## src/rtl/display_scan_ctrl_pkg.sv

```systemverilog
// ---------------------------------------------------------------------------
// display_pkg
// Shared types and helpers for the multiplexed 7-segment scan controller.
//   scan_state_t : scan FSM encoding (OFF / ON / GUARD)
//   NIBBLE_W     : width of one hex digit
//   anode_vec()  : one-hot anode pattern for a digit, with polarity applied
// ---------------------------------------------------------------------------
package display_pkg;

    typedef enum logic [1:0] {
        SCAN_OFF   = 2'd0,
        SCAN_ON    = 2'd1,
        SCAN_GUARD = 2'd2
    } scan_state_t;

    localparam int NIBBLE_W = 4;

    // Returns a 32-bit pattern; callers truncate to their digit count.
    // When 'on' is 0 every anode is inactive.
    function automatic logic [31:0] anode_vec(input int unsigned index,
                                              input logic        on,
                                              input logic        active_low);
        logic [31:0] v;
        v = on ? (32'd1 << index) : 32'd0;
        return active_low ? ~v : v;
    endfunction

endpackage

```

## src/rtl/display_scan_ctrl_if.sv

```systemverilog
// ---------------------------------------------------------------------------
// display_scan_ctrl_if
// Bundles the datapath-side controls and the decoder/anode outputs of the
// scan controller.
//   master : datapath/board side (drives en, load, valor, dp_mask, blank_lz)
//   slave  : scan controller (drives anodos, dado_out, dp_out, frame_done)
// ---------------------------------------------------------------------------
interface display_scan_ctrl_if #(
    parameter int NUM_DIGITS = 4
);
    logic                    en;
    logic                    load;
    logic [4*NUM_DIGITS-1:0] valor;
    logic [NUM_DIGITS-1:0]   dp_mask;
    logic                    blank_lz;
    logic [NUM_DIGITS-1:0]   anodos;
    logic [3:0]              dado_out;
    logic                    dp_out;
    logic                    frame_done;

    modport master (
        output en, load, valor, dp_mask, blank_lz,
        input  anodos, dado_out, dp_out, frame_done
    );

    modport slave (
        input  en, load, valor, dp_mask, blank_lz,
        output anodos, dado_out, dp_out, frame_done
    );
endinterface

```

## src/rtl/display_scan_ctrl_lz_mask.sv

```systemverilog
// ---------------------------------------------------------------------------
// display_lz_mask
// Combinational leading-zero blank mask. Digit i (i>0) is blanked when
// blank_lz is set, nibbles i..NUM_DIGITS-1 are all zero and its own decimal
// point is off. Digit 0 is never blanked, so only digits 1.. are inputs.
//   nibbles  : shadow nibbles of digits 1..NUM_DIGITS-1 (digit 1 in LSBs)
//   dp       : shadow decimal points of digits 1..NUM_DIGITS-1
//   blank_lz : suppression enable
//   blank    : per-digit blank mask (bit 0 always 0)
// ---------------------------------------------------------------------------
module display_lz_mask
    import display_pkg::*;
#(
    parameter int NUM_DIGITS = 4
) (
    input  logic [NIBBLE_W*(NUM_DIGITS-1)-1:0] nibbles,
    input  logic [NUM_DIGITS-1:1]              dp,
    input  logic                               blank_lz,
    output logic [NUM_DIGITS-1:0]              blank
);
    logic upper_zero;

    // Walk from the most significant digit down; a digit stays blankable
    // only while everything above it (and itself) is zero.
    always_comb begin
        upper_zero = 1'b1;
        blank      = '0;
        for (int i = NUM_DIGITS - 1; i >= 1; i--) begin
            upper_zero = upper_zero && (nibbles[(i-1)*NIBBLE_W +: NIBBLE_W] == '0);
            blank[i]   = blank_lz && upper_zero && !dp[i];
        end
    end
endmodule

```

## src/rtl/display_scan_ctrl.sv

```systemverilog
// ---------------------------------------------------------------------------
// display_scan_ctrl
// Time-multiplexed scan controller for NUM_DIGITS common-anode digits that
// share one 7-segment decoder. Each digit is lit for REFRESH_DIV cycles,
// followed by GUARD_CYCLES of all-off dead time. Display data is double
// buffered so a new value always appears from digit 0 of a fresh frame.
//   clk, rst : clock, asynchronous active-high reset
//   bus      : slave side of display_scan_ctrl_if
//              (en, load, valor, dp_mask, blank_lz in;
//               anodos, dado_out, dp_out, frame_done out, all registered)
// ---------------------------------------------------------------------------
module display_scan_ctrl
    import display_pkg::*;
#(
    parameter int NUM_DIGITS       = 4,
    parameter int REFRESH_DIV      = 50000,
    parameter int GUARD_CYCLES     = 2,
    parameter int ANODE_ACTIVE_LOW = 1
) (
    input  logic                clk,
    input  logic                rst,
    display_scan_ctrl_if.slave  bus
);
    localparam logic [1:0] ST_OFF   = SCAN_OFF;
    localparam logic [1:0] ST_ON    = SCAN_ON;
    localparam logic [1:0] ST_GUARD = SCAN_GUARD;

    localparam int CNT_MAX0 = (REFRESH_DIV > GUARD_CYCLES) ? REFRESH_DIV : GUARD_CYCLES;
    localparam int CNT_MAX  = (CNT_MAX0 > 2) ? CNT_MAX0 : 2;
    localparam int CW       = $clog2(CNT_MAX);
    localparam int IW       = $clog2(NUM_DIGITS);
    localparam int VW       = NIBBLE_W * NUM_DIGITS;

    localparam logic [CW-1:0] ON_LAST    = CW'(REFRESH_DIV - 1);
    localparam logic [CW-1:0] GUARD_LAST = (GUARD_CYCLES > 0) ? CW'(GUARD_CYCLES - 1) : '0;
    localparam logic [IW-1:0] IDX_LAST   = IW'(NUM_DIGITS - 1);
    localparam logic          ACT_LOW    = (ANODE_ACTIVE_LOW != 0);
    localparam logic [NUM_DIGITS-1:0] ANODES_OFF = NUM_DIGITS'(anode_vec(0, 1'b0, ACT_LOW));

    logic [1:0]            state_q, state_d;
    logic [IW-1:0]         idx_q, idx_d;
    logic [CW-1:0]         cnt_q, cnt_d;
    logic [VW-1:0]         pend_val_q, pend_val_d;
    logic [NUM_DIGITS-1:0] pend_dp_q, pend_dp_d;
    logic                  pend_flag_q, pend_flag_d;
    logic [VW-1:0]         shad_val_q, shad_val_d;
    logic [NUM_DIGITS-1:0] shad_dp_q, shad_dp_d;
    logic [NUM_DIGITS-1:0] anodos_q, anodos_d;
    logic [3:0]            dado_q, dado_d;
    logic                  dp_q, dp_d;
    logic                  frame_done_q, frame_done_d;

    logic                  wrap;
    logic [IW-1:0]         idx_inc;
    logic                  idx_last;
    logic [NUM_DIGITS-1:0] blank;

    assign idx_last = (idx_q == IDX_LAST);
    assign idx_inc  = idx_last ? '0 : idx_q + 1'b1;

    // Scan FSM: slot timing and digit index.
    always_comb begin
        state_d = state_q;
        idx_d   = idx_q;
        cnt_d   = cnt_q;
        wrap    = 1'b0;
        if (!bus.en) begin
            state_d = ST_OFF;
            idx_d   = '0;
            cnt_d   = '0;
        end else begin
            case (state_q)
                ST_OFF: begin
                    state_d = ST_ON;
                    idx_d   = '0;
                    cnt_d   = '0;
                end
                ST_ON: begin
                    if (cnt_q == ON_LAST) begin
                        cnt_d = '0;
                        if (GUARD_CYCLES > 0) begin
                            state_d = ST_GUARD;
                        end else begin
                            idx_d = idx_inc;
                            wrap  = idx_last;
                        end
                    end else begin
                        cnt_d = cnt_q + 1'b1;
                    end
                end
                ST_GUARD: begin
                    if (cnt_q == GUARD_LAST) begin
                        cnt_d   = '0;
                        state_d = ST_ON;
                        idx_d   = idx_inc;
                        wrap    = idx_last;
                    end else begin
                        cnt_d = cnt_q + 1'b1;
                    end
                end
                default: begin
                    state_d = ST_OFF;
                    idx_d   = '0;
                    cnt_d   = '0;
                end
            endcase
        end
    end

    // Double buffer: shadow only changes on a frame boundary or while idle,
    // so a frame is never torn. A load coinciding with that edge bypasses
    // the pending stage.
    always_comb begin
        pend_val_d  = pend_val_q;
        pend_dp_d   = pend_dp_q;
        pend_flag_d = pend_flag_q;
        shad_val_d  = shad_val_q;
        shad_dp_d   = shad_dp_q;
        if (bus.load) begin
            pend_val_d  = bus.valor;
            pend_dp_d   = bus.dp_mask;
            pend_flag_d = 1'b1;
        end
        if (wrap || (state_q == ST_OFF)) begin
            if (bus.load) begin
                shad_val_d  = bus.valor;
                shad_dp_d   = bus.dp_mask;
                pend_flag_d = 1'b0;
            end else if (pend_flag_q) begin
                shad_val_d  = pend_val_q;
                shad_dp_d   = pend_dp_q;
                pend_flag_d = 1'b0;
            end
        end
    end

    display_lz_mask #(
        .NUM_DIGITS (NUM_DIGITS)
    ) u_lz_mask (
        .nibbles  (shad_val_d[VW-1:NIBBLE_W]),
        .dp       (shad_dp_d[NUM_DIGITS-1:1]),
        .blank_lz (bus.blank_lz),
        .blank    (blank)
    );

    // Outputs are derived from next-state values so nibble, dp and anodes
    // all move on the same edge; outside ON the nibble and dp hold.
    always_comb begin
        anodos_d     = ANODES_OFF;
        dado_d       = dado_q;
        dp_d         = dp_q;
        frame_done_d = wrap;
        if (state_d == ST_ON) begin
            anodos_d = NUM_DIGITS'(anode_vec(32'(idx_d), !blank[idx_d], ACT_LOW));
            dado_d   = shad_val_d[32'(idx_d)*NIBBLE_W +: NIBBLE_W];
            dp_d     = shad_dp_d[idx_d];
        end
    end

    always_ff @(posedge clk or posedge rst) begin
        if (rst) begin
            state_q      <= ST_OFF;
            idx_q        <= '0;
            cnt_q        <= '0;
            pend_val_q   <= '0;
            pend_dp_q    <= '0;
            pend_flag_q  <= 1'b0;
            shad_val_q   <= '0;
            shad_dp_q    <= '0;
            anodos_q     <= ANODES_OFF;
            dado_q       <= '0;
            dp_q         <= 1'b0;
            frame_done_q <= 1'b0;
        end else begin
            state_q      <= state_d;
            idx_q        <= idx_d;
            cnt_q        <= cnt_d;
            pend_val_q   <= pend_val_d;
            pend_dp_q    <= pend_dp_d;
            pend_flag_q  <= pend_flag_d;
            shad_val_q   <= shad_val_d;
            shad_dp_q    <= shad_dp_d;
            anodos_q     <= anodos_d;
            dado_q       <= dado_d;
            dp_q         <= dp_d;
            frame_done_q <= frame_done_d;
        end
    end

    assign bus.anodos     = anodos_q;
    assign bus.dado_out   = dado_q;
    assign bus.dp_out     = dp_q;
    assign bus.frame_done = frame_done_q;

endmodule

```

## src/flat_wrapper.sv

```systemverilog
// flat-port wrapper written by rule: the top's interface ports become plain ports
module display_scan_ctrl_flat import display_pkg::*;
#(
    parameter int NUM_DIGITS       = 4,
    parameter int REFRESH_DIV      = 50000,
    parameter int GUARD_CYCLES     = 2,
    parameter int ANODE_ACTIVE_LOW = 1
)
  (clk, rst, bus_en, bus_load, bus_valor, bus_dp_mask, bus_blank_lz, bus_anodos, bus_dado_out, bus_dp_out, bus_frame_done);
  display_scan_ctrl_if #(.NUM_DIGITS(NUM_DIGITS)) bus_i ();
  input  logic clk;
  input  logic rst;
  input wire logic [$bits(bus_i.en)-1:0] bus_en;
  input wire logic [$bits(bus_i.load)-1:0] bus_load;
  input wire logic [$bits(bus_i.valor)-1:0] bus_valor;
  input wire logic [$bits(bus_i.dp_mask)-1:0] bus_dp_mask;
  input wire logic [$bits(bus_i.blank_lz)-1:0] bus_blank_lz;
  output wire logic [$bits(bus_i.anodos)-1:0] bus_anodos;
  output wire logic [$bits(bus_i.dado_out)-1:0] bus_dado_out;
  output wire logic [$bits(bus_i.dp_out)-1:0] bus_dp_out;
  output wire logic [$bits(bus_i.frame_done)-1:0] bus_frame_done;
  assign bus_i.en = bus_en;
  assign bus_i.load = bus_load;
  assign bus_i.valor = bus_valor;
  assign bus_i.dp_mask = bus_dp_mask;
  assign bus_i.blank_lz = bus_blank_lz;
  assign bus_anodos = bus_i.anodos;
  assign bus_dado_out = bus_i.dado_out;
  assign bus_dp_out = bus_i.dp_out;
  assign bus_frame_done = bus_i.frame_done;
  display_scan_ctrl #(.NUM_DIGITS(NUM_DIGITS), .REFRESH_DIV(REFRESH_DIV), .GUARD_CYCLES(GUARD_CYCLES), .ANODE_ACTIVE_LOW(ANODE_ACTIVE_LOW)) u_core (.clk(clk), .rst(rst), .bus(bus_i));
endmodule
```

## config.mk

```make
export PLATFORM = sky130hd
export DESIGN_NAME = display_scan_ctrl_flat
export DESIGN_NICKNAME = d
export VERILOG_FILES = /design/src/rtl/display_scan_ctrl_pkg.sv /design/src/rtl/display_scan_ctrl_if.sv /design/src/rtl/display_scan_ctrl_lz_mask.sv /design/src/rtl/display_scan_ctrl.sv /design/src/flat_wrapper.sv
export SDC_FILE = /design/constraint.sdc
export NUM_CORES = 1
export LEC_CHECK = 0
export BUFFER_PORTS_ARGS = -buffer_cell sky130_fd_sc_hd__buf_2
export CELL_PAD_IN_SITES_DETAIL_PLACEMENT = 2
export CELL_PAD_IN_SITES_GLOBAL_PLACEMENT = 2
export CORE_UTILIZATION = 35
export CTS_BUF_LIST = sky130_fd_sc_hd__clkbuf_4 sky130_fd_sc_hd__clkbuf_8 sky130_fd_sc_hd__clkbuf_16
export DETAILED_ROUTE_END_ITERATION = 10
export GPL_ROUTABILITY_DRIVEN = 0
export MAX_ROUTING_LAYER = met4
export PLACE_DENSITY = 0.84
export SLEW_MARGIN = 20
export SYNTH_ARGS = -nofsm -noshare
export SYNTH_HDL_FRONTEND = slang
export SYNTH_SLANG_ARGS = --single-unit
```

## constraint.sdc

```tcl
create_clock -name clk -period 3.4 [get_ports clk]
set_clock_uncertainty 0.15 [all_clocks]
set_input_delay 0.17 -clock clk [delete_from_list [all_inputs] [get_ports clk]]
set_output_delay 0.17 -clock clk [all_outputs]
set_load 0.02 [all_outputs]
```

==> metrics.txt <==
status=finished, final reports clean; CP Data Arrival Time=3.34 ns; RSZ-0062 raised after global routing=false; Tcrit/Tclk final=0.939; Nets=454; hold path depth=3; sw frac=0.391; antenna viol nets, final=0; fmax=313 MHz; final worst path period need=3.19 ns; top cell type's share of synthesized area=0.452; Seq/Total Area, Yosys=0.480; sw power=1.10 mW; CTS tree=done; Final Core Density=0.433; Final HPWL DP=8120 um; Tot GR Track Use=0.238; cells on worst reg2reg path=8; Max Cap Violations=0; Startpoint Class=flip-flop; Worst setup EP type=flip-flop; most used routing layer in global routing=met2; Min-Delay Path Class=primary input to flip-flop; largest net degree at the start of global routing=39; Slew Limit Fails=0; CTS clk-pin slew, worst paths=0.11 ns; reg2reg start=u_core.state_q[0]$_DFF_PP0_; Die ar.=0.0110 sq mm; Syn Nets=391; Hold Path Origin=bus_dp_mask[1]; Slew @ Worst Pin=0.743 ns; most frequent cell after synthesis=dfrtp_1; Die Ht=105 um; synth unique cells=59; Synth Flop Type=dfrtp_1; drt pass-1 iters=4; worst vdd ir=0.208 mV; GR Layer Usage met1=0.266; Worst slew margin=0.504; Area contributors post-synth=dfrtp_1, mux2_2, nor2_1, dfstp_2, nand2_1; Post-synth EDFFs=0; ys async rst share=1.00; power share of the combinational group=0.343; DRC viols=0; PwrDens=626 mW/mm^2; initial antenna violation count=0; Seq cells post-synth=71; GRT overflow=0; synth-to-layout area growth=20.5%; Syn. warnings=0; Post-Route WL=12300 um; Initial Utilization=0.360; port bufs=34; Skew-Pair Late Insertion Delay=0.37 ns; Power Total=2.80 mW; io pins=35; Leakage=1.89 nW; commonest cells in the netlist=dfrtp_1, nor2_1, nand2_1, mux2_2, inv_1; DR WL/cell=21.8 um; hold_ws=0.0325 ns; via density per instance=5.58; Syn Area/Cell=10.3 sq um; standard-cell rows=37; CP Class=flip-flop to flip-flop; total CTS buffers=9; CTS root buffer=clkbuf_8; Core Region=0.0103 sq mm; routed via count=3142; clock power share=0.239; clock buffer depth=2; Mapped Cells=359; setup tns final=0 ns; Synth area leader=dfrtp_1; first-pass GRT wire length=19500 um; Initial DRC Count=155; Final setup viols=0; final hold viol count=0; Crit path required time=3.55 ns; crit path max fanout=13; share of post-route cells with drive strength above 1=0.241; vias in the first global route=3512; post-synthesis cell area=0.00371 sq mm; H-tree Lvls=3; Die X=105 um; CTS resizes=0; met3 usage=0.0393; clock sinks=71; GRT met2 Usage=0.428; cell internal pwr=1.71 mW; crit path from=u_core.state_q[0]$_DFF_PP0_; Reg power frac=0.418; ant diodes=0
==> final timing paths <==
path	end	slack, ns
setup / recovery	u_core.bus.anodos[3]$_DFF_PP1_	0.21
hold / removal	u_core.pend_dp_q[1]$_DFFE_PP0P_	0.03
setup reg to reg	u_core.bus.anodos[3]$_DFF_PP1_	0.21
hold reg to reg	u_core.cnt_q[0]$_DFF_PP0_	0.35
max in group asynchronous	u_core.cnt_q[6]$_DFF_PP0_	2.09
min in group asynchronous	u_core.pend_dp_q[1]$_DFFE_PP0P_	0.32
==> stage by stage <==
stage                     worst slack (ns)  std cells  area (sq um)
after global placement               0.420        523          4050
after detailed placement             0.277        523          4050
after global routing                0.0345        563          4470
after CTS                            0.255        560          4450
final                                0.208        563          4470
after floorplan                      0.901        359          3710
==> critical path, stage by stage (launching register included) <==
cell      delay [ns]
dfrtp_1         0.44
inv_1           0.10
ha_1            0.41
nand3_1         0.32
or3_1           0.44
o221ai_1        0.32
o2111a_1        0.23
or4b_4          0.52
o211ai_2        0.22
==> cell type report <==
class	count	area, sq um
clock buffer	9	124
inverter	20	75.1
tap	136	170
fill	1073	5850
sequential	71	1780
timing repair buffer	65	468
multi-input combinational	255	1790
clock inverter	7	62.6
==> power by group through the flow <==
| stage | Sequential (mW) | Combinational (mW) | Clock [mW] |
|---|---|---|---|
| 2_1_floorplan | 1.16 | 0.579 | 0 |
| 3_3_place_gp | 1.16 | 0.825 | 0 |
| 3_5_place_dp | 1.18 | 0.868 | 0 |
| 4_1_cts | 1.16 | 0.900 | 0.678 |
| 5_1_grt | 1.19 | 1.03 | 0.712 |
| 6_report | 1.17 | 0.960 | 0.669 |
==> logic make-up (layout without fill, tap and decap cells) <==
kind of cell,Yosys count,in the layout,share of synthesized area
AND/OR/NAND/NOR,119,119,0.169
AO/OA/AOI/OAI,81,81,0.156
flip-flops,71,71,0.480
multiplexers,34,34,0.101
buffers and inverters,33,101,0.0378
XOR/XNOR,14,14,0.0330
adder cells (fa/ha/maj),7,7,0.0236
==> placed cells by master, fill, tap and decap left out, types with 4 or more instances in the layout <==
cell type	instances
xnor2_1	8
dfstp_2	4
or3_1	4
mux2i_1	9
o21ai_0	14
dlygate4sd3_1	21
buf_4	9
nand2_1	28
mux2_2	24
dfrtp_1	67
a21oi_1	18
a22oi_1	9
inv_1	19
xor2_1	6
clkbuf_8	9
nor3_1	6
and3_1	4
nor2_1	31
buf_2	34
o211ai_1	8
ha_1	7
and2_1	4
nand3_1	13
nor4_1	6
==> what timing repair did <==
item,in CTS,in global routing
buffers inserted,0,3
endpoints found under the hold margin,49,0
hold buffers,21,0
endpoints found under the setup margin,0,1
==> sequential cells by signal, indices dropped and copies added, names as in the netlist <==
| signal | count |
|---|---|
| u_core.bus.anodos | 4 |
| u_core.bus.dado_out | 4 |
| u_core.bus.dp_out | 1 |
| u_core.bus.frame_done | 1 |
| u_core.cnt_q | 16 |
| u_core.idx_q | 2 |
| u_core.pend_dp_q | 4 |
| u_core.pend_flag_q | 1 |
| u_core.pend_val_q | 16 |
| u_core.shad_dp_q | 4 |
| u_core.shad_val_q | 16 |
| u_core.state_q | 2 |
==> per-layer routing <==
| layer | up-vias | part of all wire |
|---|---|---|
| met4 | 0 | 0.025 |
| met3 | 20 | 0.027 |
| met1 | 1628 | 0.42 |
| li1 | 1429 | - |
| met5 | - | 0 |
| met2 | 65 | 0.53 |
Note: power is estimated with default switching activity, not from simulation.
